`config.mk`:
```
export PLATFORM = sky130hd
export DESIGN_NAME = paralelo_serial_tx
export DESIGN_NICKNAME = d
export VERILOG_FILES = /design/src/rtl/paralelo_serial_tx.sv
export SDC_FILE = /design/constraint.sdc
export NUM_CORES = 1
export LEC_CHECK = 0
export ABC_CLOCK_PERIOD_IN_PS = 2350
export CAP_MARGIN = 40
export CORE_MARGIN = 8
export CORE_UTILIZATION = 51
export DETAILED_ROUTE_END_ITERATION = 16
export GPL_ROUTABILITY_DRIVEN = 0
export PLACE_DENSITY = 0.8
export SKIP_LAST_GASP = 1
export SYNTH_ARGS = -nofsm -noshare
export SYNTH_HDL_FRONTEND = slang
export SYNTH_SLANG_ARGS = --single-unit
```
`constraint.sdc`:
```
create_clock -name clk_32f -period 2.35 [get_ports clk_32f]
set_input_delay 0.3525 -clock clk_32f [delete_from_list [all_inputs] [get_ports clk_32f]]
set_output_delay 0.3525 -clock clk_32f [all_outputs]
set_load 0.01 [all_outputs]
```
`src/rtl/paralelo_serial_tx.sv`:
```
`default_nettype none
// ============================================================================
// Module   : paralelo_serial_tx
// Function : Byte-to-serial transmitter, MSB first, with post-reset idle
//            training frames before payload is accepted.
// Revision : 1.0 - initial release
// ============================================================================
module paralelo_serial_tx #(
    parameter int         TRAIN_FRAMES = 4,
    parameter logic [7:0] IDLE_SYMBOL  = 8'hBC
) (
    input  logic       clk_32f,
    input  logic       reset,
    input  logic [7:0] data_in,
    input  logic       valid_in,
    output logic       ready_out,
    output logic       data_paralelo_serial,
    output logic       frame_start,
    output logic       tx_active
);

    localparam logic [3:0] c_LAST_TRAIN = 4'(TRAIN_FRAMES - 1);

    typedef enum logic [0:0] {
        S_TRAIN = 1'b0,
        S_RUN   = 1'b1
    } state_t;

    state_t     r_state;
    state_t     w_state_next;
    logic [3:0] r_frame;
    logic [3:0] w_frame_next;
    logic [2:0] r_bit;
    logic [7:0] r_shift;
    logic       r_dout;
    logic       r_frame_start;
    logic       r_started;

    logic       w_frame_end;
    logic       w_load;
    logic       w_accept;
    logic [7:0] w_byte;

    // r_started distinguishes the reset-release edge, which loads frame 0.
    assign w_frame_end = (r_bit == 3'd7);
    assign w_load      = w_frame_end || !r_started;
    assign ready_out   = w_frame_end &&
                         ((r_state == S_RUN) || (r_frame == c_LAST_TRAIN));
    assign w_accept    = ready_out && valid_in;
    assign w_byte      = w_accept ? data_in : IDLE_SYMBOL;

    assign data_paralelo_serial = r_dout;
    assign frame_start          = r_frame_start;
    assign tx_active            = (r_state == S_RUN);

    always_comb begin
        w_state_next = r_state;
        w_frame_next = r_frame;
        if (r_state == S_TRAIN && w_frame_end) begin
            if (r_frame == c_LAST_TRAIN) begin
                w_state_next = S_RUN;
            end else if (r_frame != 4'hF) begin
                w_frame_next = r_frame + 4'd1;
            end
        end
    end

    always_ff @(posedge clk_32f) begin
        if (!reset) begin
            r_state       <= S_TRAIN;
            r_frame       <= 4'd0;
            r_bit         <= 3'd0;
            r_shift       <= 8'd0;
            r_dout        <= 1'b0;
            r_frame_start <= 1'b0;
            r_started     <= 1'b0;
        end else begin
            r_started <= 1'b1;
            r_state   <= w_state_next;
            r_frame   <= w_frame_next;
            r_bit     <= r_started ? (r_bit + 3'd1) : 3'd0;
            // Bit 7 goes straight to the output register; the rest queue behind it.
            if (w_load) begin
                r_dout        <= w_byte[7];
                r_shift       <= {w_byte[6:0], 1'b0};
                r_frame_start <= 1'b1;
            end else begin
                r_dout        <= r_shift[7];
                r_shift       <= {r_shift[6:0], 1'b0};
                r_frame_start <= 1'b0;
            end
        end
    end

endmodule
`default_nettype wire

```
==> run metrics <==
Post-synth top flop=dfxtp_1; Worst slew margin=0.544; critical path class=flip-flop to primary output; Fin Clk Skew=between 0.001 and 0.0015 ns; worst path buffer plus inverter count=2; total track usage=0.0998; fmax=roughly 450 MHz; placed inst area=between 800 and 900 um^2; fraction of final layout cells with drive strength greater than 1=0.122; Worst R2R Path Depth=5; Initial Util=0.548; CTS sink count=18; crit path launch=r_frame[0]; Slowest-stage cell, CP=clkdlybuf4s50_1; overall power=between 0.5 and 0.6 mW; max_cap viols=0; Worst-path clk slew=0.10 ns; clk buf depth=2; hold buffer count at CTS=0; Fillers=115; Vias=525; final setup fails=0; total congestion overflow=0; number of port buffers=14; DR pass1 iterations=3; post-route setup slack=0.118 ns; post-place setup slack=slightly above 0.4 ns; Num CTS Buffers=3; Unique masters post-synth=24; Site Rows=13; antenna violations before repair=0; Fin Setup TNS=0 ns; commonest non-fill, non-tap cells in the layout=18 x dfxtp_1, 14 x clkdlybuf4s50_1, 7 x nand2_1; Layout Utilization=0.691; delay-heaviest family, CP=buffers and inverters; Worst R2R Start=r_bit[0]; Post-CTS Setup Bufs=0; vias in the first global route=447; Seq/Total Area, Yosys=0.505; initial DRC count=4; mean routed wirelength per cell=13.0 um; IO Count=15; diode count=0; number of synthesized flops with an enable pin=0; Synth Cell Area=713 um^2; Die ar.=2850 um^2; CP Capture Type=primary output; stages on the worst setup path=5; die width=~53 um; Worst path max stage delay=roughly 0.54 ns; Residual DRC=0; Placed Cells incl. Taps=93; die height=approximately 53 um; CP max FO=5; Hold Vio Cnt, Final=0; pwr/cell area=between 600 and 700 nW/um^2; Final ANT Viol Nets=0; Non-Filler Instances=between 90 and 100; area leader, netlist=dfxtp_1; detailed placement HPWL=around 900 um; critical path, cell by cell=ha_2 -> nor3b_2 -> o21ai_1 -> inv_1 -> clkdlybuf4s50_1; Final period util=0.950; Min Hold Slack=0.432 ns; syn nets=81; RSZ-0062 raised after global routing=no; area grow syn2layout=26.1%; Final Max Slew Viols=0; largest net degree at the start of global routing=24; first-pass GRT wire length=2.03 mm; commonest non-fill, non-tap cell in the layout=dfxtp_1; Post-synth ARST share=0; last element of the critical path=ready_out; CTS root buffer=clkbuf_4; Hold Path Class=flip-flop to flip-flop; final worst path period need=roughly 2.2 ns; Yosys Warn Count=0; Worst-Margin Slew=0.681 ns; ranking of synthesized cells by area=dfxtp_1 51%, o221a_1 7.9%, mux2i_1 5.6%; Final Instance Area=900 um^2; peak supply drop=0.000390 V; CP Launch Type=flip-flop; WL final=~1.3 mm; status=finished clean; CTS tree=built; post-CTS resize count=0; Synth top area share=0.505; area of the core=1300 um^2; FF-to-FF setup slack=0.80 ns; Final #Nets=97; post-synthesis instance total=67; CP arrival=~1.9 ns; Worst-Skew Late Latency=0.30 ns; Leak Pwr=0.350 nW; H-tree lvl count=1; Yosys reg bits=18; critical path data required time=roughly 2 ns; capturing point of the worst reg2reg path=r_frame[3]; average cell area after synthesis=10.6 um^2; vias per cell=5.41
## worst min-delay path by stage
| stage | from | end | slack (ns) | cells after the start |
|---|---|---|---|---|
| 6_report | r_bit[0] | r_bit[0] | 0.43 | 1 |
| 5_1_grt | r_bit[0] | r_bit[0] | 0.47 | 1 |
| 4_1_cts | r_bit[0] | r_bit[0] | 0.44 | 1 |
| 3_5_place_dp | r_bit[0] | r_bit[0] | 0.43 | 1 |
| 3_3_place_gp | r_bit[0] | r_bit[0] | 0.40 | 1 |
| 2_1_floorplan | reset | r_started | 0.38 | 0 |
## synthesized netlist by cell type, types with 2 or more instances
master,number
ha_1,3
nand2_1,7
dfxtp_1,18
nor2b_1,2
nand3_1,4
o221a_1,5
and3_1,2
clkbuf_1,3
nor2_1,3
o22ai_1,2
mux2i_1,4
nand2b_1,2
## per-layer routing
| layer | track usage | vias up | share of wire |
|---|---|---|---|
| li1 | - | 269 | - |
| met1 | 0.122 | 241 | 0.46 |
| met2 | 0.123 | 10 | 0.45 |
| met3 | 0.0560 | 5 | 0.059 |
| met4 | 0.0756 | 0 | 0.029 |
| met5 | 0 | - | 0 |
## flip-flops by register name, summed over array words and instances (netlist names)
| signal | cells |
|---|---|
| r_frame | 4 |
| r_bit | 3 |
| r_shift | 7 |
| r_started | 1 |
| data_paralelo_serial | 1 |
| tx_active | 1 |
| frame_start | 1 |
## power breakdown
part / switching [mW] / internal [mW]
sequential: 0.00346 / 0.315
combinational: 0.0150 / 0.0258
clock: 0.0967 / 0.0946
total: 0.115 / 0.435
## cells by family (layout without fill, tap and decap cells)
kind of cell,after synthesis,count (layout),synth area share
AND/OR/NAND/NOR,25,25,0.193
flip-flops,18,18,0.505
AO/OA/AOI/OAI,12,12,0.160
multiplexers,4,4,0.0561
buffers and inverters,4,19,0.0210
adder cells (fa/ha/maj),3,3,0.0526
XOR/XNOR,1,1,0.0123
## final cells by class
type	instances	area, um^2	share of cell area
clock buffer	4	36.3	0.0403
timing repair buffer	14	140	0.156
sequential	18	360	0.401
tap	15	18.8	0.0209
inverter	1	3.75	0.00417
multi-input combinational	45	340	0.378
(Power assumes the default switching activity.)
